--- config.mk ---
export PLATFORM = sky130hd
export DESIGN_NAME = rs_mem
export DESIGN_NICKNAME = d
export VERILOG_FILES = /design/src/rtl/rs_mem.sv
export SDC_FILE = /design/constraint.sdc
export NUM_CORES = 1
export LEC_CHECK = 0
export ABC_AREA = 1
export CELL_PAD_IN_SITES_DETAIL_PLACEMENT = 1
export CELL_PAD_IN_SITES_GLOBAL_PLACEMENT = 2
export CORE_ASPECT_RATIO = 2
export CORE_MARGIN = 5
export CORE_UTILIZATION = 30
export CTS_CLUSTER_DIAMETER = 200
export DETAILED_ROUTE_END_ITERATION = 8
export GPL_ROUTABILITY_DRIVEN = 0
export PLACE_DENSITY_LB_ADDON = 0.2
export SLEW_MARGIN = 20
export SYNTH_ARGS = -nofsm -noshare
export SYNTH_HDL_FRONTEND = slang
export SYNTH_SLANG_ARGS = --single-unit
--- constraint.sdc ---
create_clock -name clk -period 10.5 [get_ports clk]
set_input_delay 1.05 -clock clk [delete_from_list [all_inputs] [get_ports clk]]
set_output_delay 1.05 -clock clk [all_outputs]
set_load 0.005 [all_outputs]
--- src/rtl/rs_mem.sv ---
// Memory reservation station: holds dispatched loads/stores, wakes sources on
// register broadcasts, issues the oldest ready entry and flushes on mispredict.
module rs_mem #(
  parameter int DEPTH  = 8,
  parameter int ROB_W  = 5,
  parameter int PREG_W = 7
) (
  input  logic              clk,
  input  logic              reset,
  input  logic              disp_valid,
  input  logic [6:0]        disp_opcode,
  input  logic [PREG_W-1:0] disp_ps1,
  input  logic [PREG_W-1:0] disp_ps2,
  input  logic [PREG_W-1:0] disp_pd,
  input  logic              disp_ps1_rdy,
  input  logic              disp_ps2_rdy,
  input  logic [31:0]       disp_imm,
  input  logic [ROB_W-1:0]  disp_rob_tag,
  output logic              rs_full,
  input  logic              wk0_valid,
  input  logic [PREG_W-1:0] wk0_pd,
  input  logic              wk1_valid,
  input  logic [PREG_W-1:0] wk1_pd,
  input  logic [ROB_W-1:0]  rob_head,
  input  logic              mispredict,
  input  logic [ROB_W-1:0]  mispredict_tag,
  input  logic              fu_mem_ready,
  output logic              issued,
  output logic [6:0]        iss_opcode,
  output logic [PREG_W-1:0] iss_ps1,
  output logic [PREG_W-1:0] iss_ps2,
  output logic [PREG_W-1:0] iss_pd,
  output logic [31:0]       iss_imm,
  output logic [ROB_W-1:0]  iss_rob_tag
);
  localparam int IDX_W = (DEPTH > 1) ? $clog2(DEPTH) : 1;
  localparam int CNT_W = $clog2(DEPTH) + 1;
  localparam logic [6:0] OP_SW = 7'b0100011;

  // Handshakes: a dispatch is taken when disp_valid=1 and rs_full=0 (and no
  // flush); an issue happens when an entry is eligible and fu_mem_ready=1,
  // and is announced by issued=1 on the following cycle only.

  logic              e_valid  [DEPTH];
  logic [6:0]        e_opcode [DEPTH];
  logic [PREG_W-1:0] e_ps1    [DEPTH];
  logic [PREG_W-1:0] e_ps2    [DEPTH];
  logic [PREG_W-1:0] e_pd     [DEPTH];
  logic [31:0]       e_imm    [DEPTH];
  logic [ROB_W-1:0]  e_rob_tag[DEPTH];
  logic              e_rdy1   [DEPTH];
  logic              e_rdy2   [DEPTH];

  logic [CNT_W-1:0]  count;
  logic [CNT_W-1:0]  count_next;
  logic [CNT_W-1:0]  flush_cnt;
  logic              issued_q;

  logic [ROB_W-1:0]  age [DEPTH];
  logic [ROB_W-1:0]  mp_age;
  logic [ROB_W-1:0]  iss_age;
  logic [DEPTH-1:0]  flush_vec;
  logic [DEPTH-1:0]  elig_vec;
  logic              sel_found;
  logic [IDX_W-1:0]  sel_idx;
  logic [ROB_W-1:0]  sel_age;
  logic [IDX_W-1:0]  free_idx;
  logic              disp_fire;
  logic              issue_fire;
  logic              disp_rdy1;
  logic              disp_rdy2;

  assign rs_full = (count == CNT_W'(DEPTH));

  // Ages are relative to the ROB head so ordering survives tag wrap-around.
  always_comb begin
    mp_age    = mispredict_tag - rob_head;
    iss_age   = iss_rob_tag - rob_head;
    flush_vec = '0;
    elig_vec  = '0;
    flush_cnt = '0;
    free_idx  = '0;
    sel_found = 1'b0;
    sel_idx   = '0;
    sel_age   = '0;
    for (int i = DEPTH - 1; i >= 0; i--) begin
      if (!e_valid[i]) free_idx = IDX_W'(i);
    end
    for (int i = 0; i < DEPTH; i++) begin
      age[i]       = e_rob_tag[i] - rob_head;
      flush_vec[i] = mispredict && e_valid[i] && (age[i] > mp_age);
      elig_vec[i]  = e_valid[i] && !flush_vec[i] && e_rdy1[i] &&
                     (e_rdy2[i] || (e_opcode[i] != OP_SW));
      flush_cnt    = flush_cnt + CNT_W'(flush_vec[i]);
      if (elig_vec[i] && (!sel_found || (age[i] < sel_age))) begin
        sel_found = 1'b1;
        sel_idx   = IDX_W'(i);
        sel_age   = age[i];
      end
    end
  end

  assign disp_fire  = disp_valid && !rs_full && !mispredict;
  assign issue_fire = fu_mem_ready && sel_found;
  assign count_next = count + CNT_W'(disp_fire) - CNT_W'(issue_fire) - flush_cnt;

  // Register 0 is hard-wired ready; same-cycle broadcasts also count.
  assign disp_rdy1 = disp_ps1_rdy || (disp_ps1 == '0) ||
                     (wk0_valid && (wk0_pd == disp_ps1)) ||
                     (wk1_valid && (wk1_pd == disp_ps1));
  assign disp_rdy2 = disp_ps2_rdy || (disp_ps2 == '0) ||
                     (wk0_valid && (wk0_pd == disp_ps2)) ||
                     (wk1_valid && (wk1_pd == disp_ps2));

  // A younger in-flight issue is squashed as soon as the flush is seen.
  assign issued = issued_q && !(mispredict && (iss_age > mp_age));

  always_ff @(posedge clk or negedge reset) begin
    if (!reset) begin
      for (int i = 0; i < DEPTH; i++) begin
        e_valid[i]   <= 1'b0;
        e_opcode[i]  <= '0;
        e_ps1[i]     <= '0;
        e_ps2[i]     <= '0;
        e_pd[i]      <= '0;
        e_imm[i]     <= '0;
        e_rob_tag[i] <= '0;
        e_rdy1[i]    <= 1'b0;
        e_rdy2[i]    <= 1'b0;
      end
      count       <= '0;
      issued_q    <= 1'b0;
      iss_opcode  <= '0;
      iss_ps1     <= '0;
      iss_ps2     <= '0;
      iss_pd      <= '0;
      iss_imm     <= '0;
      iss_rob_tag <= '0;
    end else begin
      for (int i = 0; i < DEPTH; i++) begin
        if (e_valid[i]) begin
          if ((wk0_valid && (wk0_pd == e_ps1[i])) || (wk1_valid && (wk1_pd == e_ps1[i])))
            e_rdy1[i] <= 1'b1;
          if ((wk0_valid && (wk0_pd == e_ps2[i])) || (wk1_valid && (wk1_pd == e_ps2[i])))
            e_rdy2[i] <= 1'b1;
        end
        if (flush_vec[i] || (issue_fire && (sel_idx == IDX_W'(i)))) begin
          e_valid[i] <= 1'b0;
        end else if (disp_fire && (free_idx == IDX_W'(i))) begin
          e_valid[i]   <= 1'b1;
          e_opcode[i]  <= disp_opcode;
          e_ps1[i]     <= disp_ps1;
          e_ps2[i]     <= disp_ps2;
          e_pd[i]      <= disp_pd;
          e_imm[i]     <= disp_imm;
          e_rob_tag[i] <= disp_rob_tag;
          e_rdy1[i]    <= disp_rdy1;
          e_rdy2[i]    <= disp_rdy2;
        end
      end
      count    <= count_next;
      issued_q <= issue_fire;
      if (issue_fire) begin
        iss_opcode  <= e_opcode[sel_idx];
        iss_ps1     <= e_ps1[sel_idx];
        iss_ps2     <= e_ps2[sel_idx];
        iss_pd      <= e_pd[sel_idx];
        iss_imm     <= e_imm[sel_idx];
        iss_rob_tag <= e_rob_tag[sel_idx];
      end
    end
  end

endmodule

# Word level (Yosys, flattened, before mapping)
# Cells that the tools add are included.
word_totals:
  regBits: 614
  latch_bits: 0
  mem_bits_rw: 0
  mem_bits_ro: 0
  inputBits: 98
  out_inout_bits: 67
  wordCells: 500
  mem_count: 0
classes:
  addsub: 20
  n_mul: 0
  n_div: 0
  n_lt_le_gt_ge: 17
  eq_ne: 59
  n_shift: 0
  muxes: 128
  bitwise: 9
  reduce_logical: 187
op_table:
  columns: ["op", "count"]
  rows:
  - ["7-bit equality test", 36]
  - ["1-bit logical AND", 104]
  - ["32-bit binary-select mux with 3-bit select", 1]
  - ["1-bit two-way mux", 89]
  - ["7-bit binary-select mux with 3-bit select", 4]
  - ["32-bit two-way mux", 2]
  - ["7-bit two-way mux", 8]
  - ["7-bit by 6-bit != test with 1-bit output (second input constant)", 8]
  - ["5-bit subtractor", 10]
  - ["5-bit > comparator", 9]
  - ["1-bit logical OR", 45]
  - ["5-bit two-way mux", 9]
  - ["3-bit two-way mux", 14]
  - ["5-bit < comparator", 7]
  - ["3-bit equality test (second input constant)", 8]
  - ["4-bit by 1-bit adder with 4-bit output", 5]
  - ["1-bit logical NOT", 18]
  - ["2-bit AND reduction", 8]
  - ["2-bit nonzero test", 8]
  - ["5-bit binary-select mux with 3-bit select", 1]
  - ["7-bit logical NOT", 2]
  - ["3-bit by 2-bit equality test with 1-bit output (second input constant)", 4]
  - ["1-bit NOT", 8]
  - ["3-bit by 1-bit equality test with 1-bit output (second input constant)", 2]
  - ["9 further kinds", 10]

# Logic depth before layout (Yosys ltp)
# Gate-level depths: netlist of run 1.
depth:
  ltp_word: 41
  ltp_mapped: 92

# Least setup slack after synthesis of run 1
# No wires, ideal clock.
synth_timing:
  kind: "in2reg"
  start: "input rob_head[1]"
  end: "register e_valid[6] in the netlist's numbering"
  arrival_time_ns: 11.817
  required_ns: 10.373
  path_slack_ns: -1.444
  path_stages: 79
  cell_sequence: "inv_1 fa_1 xnor2_1 ha_1 a21oi_1 o21ai_0 nand4_1 nand2_1 nand2_4 nand2_1 inv_2 nand2_1 ha_1 a21oi_1 nor2_1 a211oi_1 nand2_1 nand2_2 [43 not listed] nand2_1 o21ai_0 ha_1 a21oi_1 nor2_1 a211oi_1 nand2_1 nand2_2 nand2_2 buf_8 nand2_4 buf_8 buf_8 inv_2 nor2_1 nand2_1 nand3_1 nand2_1"
synth_between:
  elab_chain_cells: 40
synth_rtl:
  columns: ["item", "line", "text"]
  rows:
  - ["start, declared", "24", "input logic [ROB_W-1:0] rob_head,"]
  - ["5-bit subtractor, on equally long branches", "90, 77", null]
  - ["5-bit > comparator", "91", "flush_vec[i] = mispredict && e_valid[i] && (age[i] > mp_age);"]
  - ["1-bit logical AND", "91", null]
  - ["1-bit logical NOT", "92", "elig_vec[i] = e_valid[i] && !flush_vec[i] && e_rdy1[i] &&"]
  - ["1-bit logical AND (3 in series)", "92", null]
  - ["5-bit two-way mux / 1-bit two-way mux (equally long branches)", "95", "if (elig_vec[i] && (!sel_found || (age[i] < sel_age))) begin"]
  - ["5-bit < comparator / 1-bit logical NOT (equally long branches)", "95", null]
  - ["1-bit logical OR", "95", null]
  - ["[22 not listed]", null, null]
  - ["5-bit < comparator / 1-bit logical NOT (equally long branches)", "95", null]
  - ["1-bit logical OR", "95", null]
  - ["1-bit logical AND", "95", null]
  - ["3-bit two-way mux / 1-bit two-way mux (equally long branches)", "95", null]
  - ["3-bit by 1-bit equality test with 1-bit output / 1-bit logical AND (equally long branches)", "147, 104", null]
  - ["1-bit logical AND", "147", "if (flush_vec[i] || (issue_fire && (sel_idx == IDX_W'(i)))) begin"]
  - ["1-bit logical OR (*)", "147", null]
  - ["1-bit two-way mux / 2-bit nonzero test (equally long branches)", null, null]
  - ["end signal, assigned by index", "121", "e_valid[i] <= 1'b0;"]
  - ["end signal, assigned by index", "148", "e_valid[i] <= 1'b0;"]
  - ["end signal, assigned by index", "150", "e_valid[i] <= 1'b1;"]
  - ["end, declared", "44", "logic e_valid [DEPTH];"]
# Every way passes the cells marked *; elsewhere a longest branch is shown, timed or not.
# A chain may end at the register's enable or synchronous reset.

# Worst setup path after layout of run 1
layout_timing:
  start: "input mispredict_tag[0]"
  end: "register e_valid[6] in the netlist's numbering"
layout_between:
  elab_chain_cells: 40
layout_rtl:
  columns: ["item", "line", "text"]
  rows:
  - ["start, declared", "26", "input logic [ROB_W-1:0] mispredict_tag,"]
  - ["5-bit subtractor (*)", "77", "mp_age = mispredict_tag - rob_head;"]
  - ["5-bit > comparator", "91", null]
  - ["1-bit logical AND", "91", null]
  - ["1-bit logical NOT", "92", null]
  - ["1-bit logical AND (3 in series)", "92", null]
  - ["5-bit two-way mux / 1-bit two-way mux (equally long branches)", "95", null]
  - ["5-bit < comparator / 1-bit logical NOT (equally long branches)", "95", null]
  - ["1-bit logical OR", "95", null]
  - ["[22 not listed]", null, null]
  - ["5-bit < comparator / 1-bit logical NOT (equally long branches)", "95", null]
  - ["1-bit logical OR", "95", null]
  - ["1-bit logical AND", "95", null]
  - ["3-bit two-way mux / 1-bit two-way mux (equally long branches)", "95", null]
  - ["3-bit by 1-bit equality test with 1-bit output / 1-bit logical AND (equally long branches)", "147, 104", null]
  - ["1-bit logical AND", "147", null]
  - ["1-bit logical OR (*)", "147", null]
  - ["1-bit two-way mux / 2-bit nonzero test (equally long branches)", null, null]
# Marked as above.

==> impl_metrics.yaml, run 1 <==
run_status:
  status: "complete, but fails checks"
  violations: "setup timing"
route:
  ant_nets: 0
  drc: 0
  routedWlPerCell_um: 24.2
  drt_iter0_drc: 2473
  via_per_inst: 5.30
  num_vias: 35501
  routed_wl_um: 162000
  drtPass1Iterations: 5
synthesis:
  async_flop_share_pct: 100
  synth_area_um2: 35600
  synth_edf_count: 0
  synth_area_per_cell_um2: 7.45
  postSynthCellCount: 4782
  synth_fp_nets: 5000
  synth_cell_types: 54
  ys_seq_area_share_pct: 43.1
  ys.flop_type: "dfrtp_1"
  ys_seq_elements: 614
  ys.warnings.count: 0
sta:
  hold_violations: 0
  timing.final.crit_share_pct: 107
  tightest_slew_ps: 1190
  final_max_slew_viol_count: 0
  rsz0062_at_grt: "true"
  worst_slack_ps: -730
  finalSetupViolCount: 140
  relSlewSlack_pct: 19.6
  clock_skew_ps: 34.1
  max_freq_mhz: 89.0
  post-route-min-period_ps: 11230
placement:
  io_buffers: 164
  hpwl_um: 101000
  post-place-ws_ps: -2400
  place_area_um2: 40600
setup_path:
  rr_worst_depth: 89
  required_ps: 11010
  path_class: "in -> reg"
  end_kind: "register"
  path_max_fanout: 7
  slowest_stage: "ha_1"
  path_common_cell: "nand2_1"
  crit_arrival_ps: 11740
  cpPeakStageDelay_ps: 370
  critPathLaunchType: "input port"
power_and_ir_drop:
  p_per_area_nw_per_um2: 315
  ir_drop_uv: 205
  seqPwrFrac_pct: 24.7
  switching_share_pct: 43.8
  power_leakage_nw: 22.4
  p_int_mw: 8.20
  clock_power_share_pct: 17.2
  pwr-share-comb_pct: 58.1
  p_sw_mw: 6.39
cts:
  root_buffer: "clkbuf_16"
  clock_sinks: 614
  ctsHoldBuffers: 0
  clk_pin_slew_worst_paths_ps: 60
  cts_made_buffers: 68
  cts_tree: "built"
  clk_latency_ps: 680
  cts_htree_levels: 3
  clock_path_buffers: 3
die:
  core.rowCount: 179
  initial_core_util_pct: 30.1
  dieArea_um2: 126000
  die_w_um: 254
  num_io_pins: 165
  core_um2: 118000
  die_y_um: 497
finish:
  fin_area_um2: 46300
  mostFrequentLayoutCell: "nand2_1"
  drive_gt1_share_pct: 16.2
  nNetsFinal: 5320
  syn_to_final_growth_pct: 29.9
  final_cell_mix: "nand2_1, dfrtp_1, o21ai_0, nand3_1, buf_4"
global_routing:
  antenna_found_initial: 27
  grt_use_total_pct: 24.7
  grt_pass1_vias: 37086
  grt_max_degree: 156
  grt_overflow: 0
  grt_pass1_wl_um: 240000
run:
  cap_viol_max_count: 0
hold_path:
  hold_class: "in -> async"
==> per-stage QoR <==
stage	util [%]	hold slack, ps	std cells	power, mW	setup TNS (ps)
after global placement	34.3	454	6443	10.0	-240720
final	39.1	401	6704	14.6	-90460
after global routing	39.1	443	6694	15.5	-187240
after floorplan	-	443	4782	7.14	-96350
after detailed placement	34.3	459	6443	10.2	-322000
after CTS	37.9	391	6657	13.9	-77290
==> cells by family after synthesis <==
| group | count (synthesis) | share of synthesized area (%) |
|---|---|---|
| AND/OR/NAND/NOR | 2611 | 30.0 |
| XOR/XNOR | 106 | 2.63 |
| buffers and inverters | 539 | 7.01 |
| flip-flops | 614 | 43.1 |
| adder cells (fa/ha/maj) | 120 | 4.55 |
| multiplexers | 1 | 0.0316 |
| AO/OA/AOI/OAI | 791 | 12.7 |
==> registers in the layout, summed over array words and instances (netlist names) <==
signal,count
e_rob_tag,40
iss_ps1,7
e_opcode,56
iss_ps2,7
e_ps2,56
issued_q,1
e_rdy2,8
iss_pd,7
e_ps1,56
e_imm,256
e_pd,56
iss_imm,32
e_rdy1,8
iss_rob_tag,5
e_valid,8
iss_opcode,7
count,4
==> critical path: cells and delay by family <==
family / cells / cell delay (ps)
AO/OA/AOI/OAI: 17 / 1990
XOR/XNOR: 1 / 190
adder cells (fa/ha/maj): 9 / 2290
buffers and inverters: 23 / 2480
AND/OR/NAND/NOR: 42 / 3660
==> power by group through the flow <==
stage	Combinational (mW)	Clock, mW	Sequential [mW]
after global placement	6.42	0	3.61
after detailed placement	6.59	0	3.62
after floorplan	3.72	0	3.42
final	8.48	2.51	3.60
after CTS	7.77	2.58	3.59
after global routing	9.16	2.66	3.67
==> layer usage <==
layer / track usage (%) / vias up / share of wire, %
li1: - / 16484 / -
met3: 3.83 / 247 / 5.2
met5: 0 / - / 0.10
met2: 41.1 / 831 / 48
met4: 7.12 / 26 / 3.1
met1: 33.3 / 17913 / 44
==> cell type report <==
cell class	instances	area, um^2
inverter	228	898
timing repair buffer	555	6560
tap	1538	1920
fill	14106	72200
antenna	12	30.0
clock buffer	98	2010
clock inverter	24	235
sequential	614	15400
multi-input combinational	3635	19300
==> final timing paths <==
check	endpoint	slack, ps	start
max reg2reg	e_valid[6]	-690	e_rob_tag[35]
min in group clk	e_imm[226]	470	e_imm[226]
min	e_opcode[21]	400	reset
max	e_valid[6]	-730	mispredict_tag[0]
min reg2reg	e_imm[226]	470	e_imm[226]
max in group asynchronous	e_ps2[3]	7870	reset
==> cell usage after synthesis (5+ instances only) <==
| library cell | instances | share of area (%) |
|---|---|---|
| nor2_1 | 76 | 0.80 |
| buf_8 | 15 | 0.63 |
| a21oi_1 | 92 | 1.3 |
| dfrtp_1 | 614 | 43 |
| clkbuf_1 | 150 | 1.6 |
| nor4_1 | 18 | 0.32 |
| or2_2 | 12 | 0.21 |
| buf_2 | 74 | 1.0 |
| fa_1 | 16 | 0.90 |
| o2111ai_1 | 36 | 0.88 |
| o41ai_1 | 13 | 0.32 |
| o21ai_0 | 505 | 7.1 |
| nor3_1 | 22 | 0.31 |
| clkinv_1 | 8 | 0.084 |
| xor2_1 | 70 | 1.7 |
| a221oi_1 | 17 | 0.42 |
| nand4_1 | 80 | 1.4 |
| buf_1 | 31 | 0.33 |
| o211ai_1 | 15 | 0.32 |
| inv_1 | 216 | 2.3 |
| a2111oi_0 | 18 | 0.44 |
| xnor2_1 | 35 | 0.86 |
| ha_1 | 104 | 3.7 |
| nand2_2 | 18 | 0.32 |
| buf_6 | 14 | 0.44 |
| dlygate4sd1_1 | 6 | 0.15 |
| o221ai_1 | 10 | 0.25 |
| a41oi_1 | 5 | 0.12 |
| nand2_1 | 1990 | 21 |
| buf_4 | 21 | 0.44 |
| o22ai_1 | 47 | 0.82 |
| nand3_1 | 381 | 5.3 |
| a211oi_1 | 17 | 0.36 |
==> repair_timing <==
item | in CTS | in global routing
gates cloned | 29 | 14
hold endpoints to repair | 0 | 0
pin swaps | 97 | 91
endpoints found under the setup margin | 140 | 140
resized for setup | 260 | 165
buffers inserted | 66 | 23
No activity file was read; power rests on OpenSTA's default activity.
==> inputs of run 2 (changes only) <==
- CTS_CLUSTER_DIAMETER: 200 -> 50
- CTS_CLUSTER_SIZE: unset -> 24
==> impl_metrics.yaml, run 2 (synthesized netlist as in run 1, its figures left out) <==
finish:
  largest-register: "e_imm"
  nNetsFinal: 5300
  mostFrequentLayoutCell: "nand2_1"
  syn_to_final_growth_pct: 29.4
  final_util_pct: 38.9
  drive_gt1_share_pct: 15.9
  final_cell_mix: "nand2_1, dfrtp_1, o21ai_0, nand3_1, buf_4"
  fin_area_um2: 46100
  nFillCells: 14117
  largest_register_ffs: 256
die:
  die_y_um: 497
  core.rowCount: 179
  core_um2: 118000
  num_io_pins: 165
  initial_core_util_pct: 30.1
  dieArea_um2: 126000
  die_w_um: 254
sta:
  whs_ps: 399
  timing.final.crit_share_pct: 109
  max_freq_mhz: 87.5
  post-route-min-period_ps: 11430
  relSlewSlack_pct: 24.2
  worst_slack_ps: -929
  tightest_slew_ps: 1120
  rsz0062_at_grt: "true"
  clock_skew_ps: 44.9
  finalSetupViolCount: 140
  final_max_slew_viol_count: 0
  hold_violations: 0
setup_path:
  path_max_fanout: 8
  rr_startpoint: "e_rob_tag[35]"
  required_ps: 11070
  end_kind: "register"
  path_class: "in -> reg"
  critPathLaunch: "mispredict_tag[0]"
  slowest_stage: "fa_2"
  crit_arrival_ps: 12000
  cpPeakStageDelay_ps: 370
  critPathLaunchType: "input port"
global_routing:
  grt_pass1_vias: 36821
  grt_use_total_pct: 24.4
  grt_overflow: 0
  grt_pass1_wl_um: 238000
  antenna_found_initial: 27
  grt_max_degree: 156
cts:
  cts_tree: "built"
  clock_path_buffers: 3
  clock_sinks: 614
  cts_htree_levels: 3
  clk_latency_ps: 680
  root_buffer: "clkbuf_16"
  clk_pin_slew_worst_paths_ps: 80
  cts_made_buffers: 68
route:
  num_vias: 35480
  via_per_inst: 5.31
  ant_nets: 0
  drc: 0
  routedWlPerCell_um: 24.2
  drtPass1Iterations: 5
  drt_iter0_drc: 2529
  routed_wl_um: 162000
power_and_ir_drop:
  p_total_mw: 14.4
  seqPwrFrac_pct: 25.1
  ir_drop_uv: 164
  switching_share_pct: 44.3
  pwr-share-comb_pct: 56.7
  p_sw_mw: 6.39
  p_per_area_nw_per_um2: 313
  p_int_mw: 8.02
  power_leakage_nw: 22.3
  clock_power_share_pct: 18.2
run_status:
  violations: "setup timing"
  status: "complete, but fails checks"
placement:
  io_buffers: 164
  place_area_um2: 40600
  hpwl_um: 101000
  post-place-ws_ps: -2400
hold_path:
  hold_class: "in -> async"
run:
  cap_viol_max_count: 0
## run 2: cell types whose count changed in the layout (fill, tap and decap cells not counted), sizes merged
cell           delta
inv              +13
bufinv            +2
clkinv            +6
buf              -25
clkbuf           -14
clkdlybuf4s50     +1
clkinvlp          +1
dlygate4sd2       -1
## run 2: timing repair
item | CTS | global route
pin swaps | 64 | 107
hold buffers | 0 | 0
resized for setup | 197 | 218
setup buffers | 48 | 22
gates cloned | 23 | 21
endpoints found under the setup margin | 140 | 140
## run 2: path summary, 6_finish.rpt
kind	to	slack (ps)	cells after the start
setup reg to reg	e_imm[237]	-800	83
hold / removal	e_opcode[23]	400	1
hold reg to reg	e_imm[226]	480	2
max in group asynchronous	iss_imm[29]	7880	3
min in group clk	e_imm[226]	480	2
setup / recovery	e_imm[237]	-930	86
## run 2: final cells by class
class / instances / area (um^2) / share of cell area [%]
Multi-Input combinational cell: 3635 / 19300 / 41.8
Antenna cell: 12 / 30.0 / 0.0651
Timing Repair Buffer: 535 / 6240 / 13.5
Sequential cell: 614 / 15400 / 33.3
Tap cell: 1538 / 1920 / 4.17
Inverter: 228 / 890 / 1.93
Clock buffer: 79 / 1830 / 3.96
Clock inverter: 46 / 549 / 1.19
## run 2: stage by stage
step	instances	TNS (ps)
after global placement	6443	-240720
after CTS	6639	-84710
after detailed placement	6443	-322000
after floorplan	4782	-96350
after global routing	6677	-213280
final	6687	-119120
## run 2: critical path, delay by kind of cell
family                     cells  cell delay (ps)
AOI/OAI and AO/OA             21             3150
xor gates and xnor gates       1              190
adders and majority gates     10             2480
buffers and inverters         10             1060
and+or+nand+nor               44             4010
## run 2: power groups by stage
stage / combinational, mW / clock, mW / sequential [mW]
after floorplan: 3.72 / 0 / 3.42
after global placement: 6.42 / 0 / 3.61
after detailed placement: 6.59 / 0 / 3.62
after CTS: 7.57 / 2.69 / 3.59
after global routing: 8.85 / 2.77 / 3.70
final: 8.17 / 2.62 / 3.62
## run 2: metal layers
| metal | vias to the layer above | share of wire [%] | global-route usage (%) |
|---|---|---|---|
| met2 | 836 | 48 | 40.6 |
| met3 | 252 | 5.3 | 3.96 |
| met5 | - | 0.093 | 0 |
| li1 | 16450 | - | - |
| met4 | 26 | 2.8 | 6.51 |
| met1 | 17916 | 44 | 33.1 |
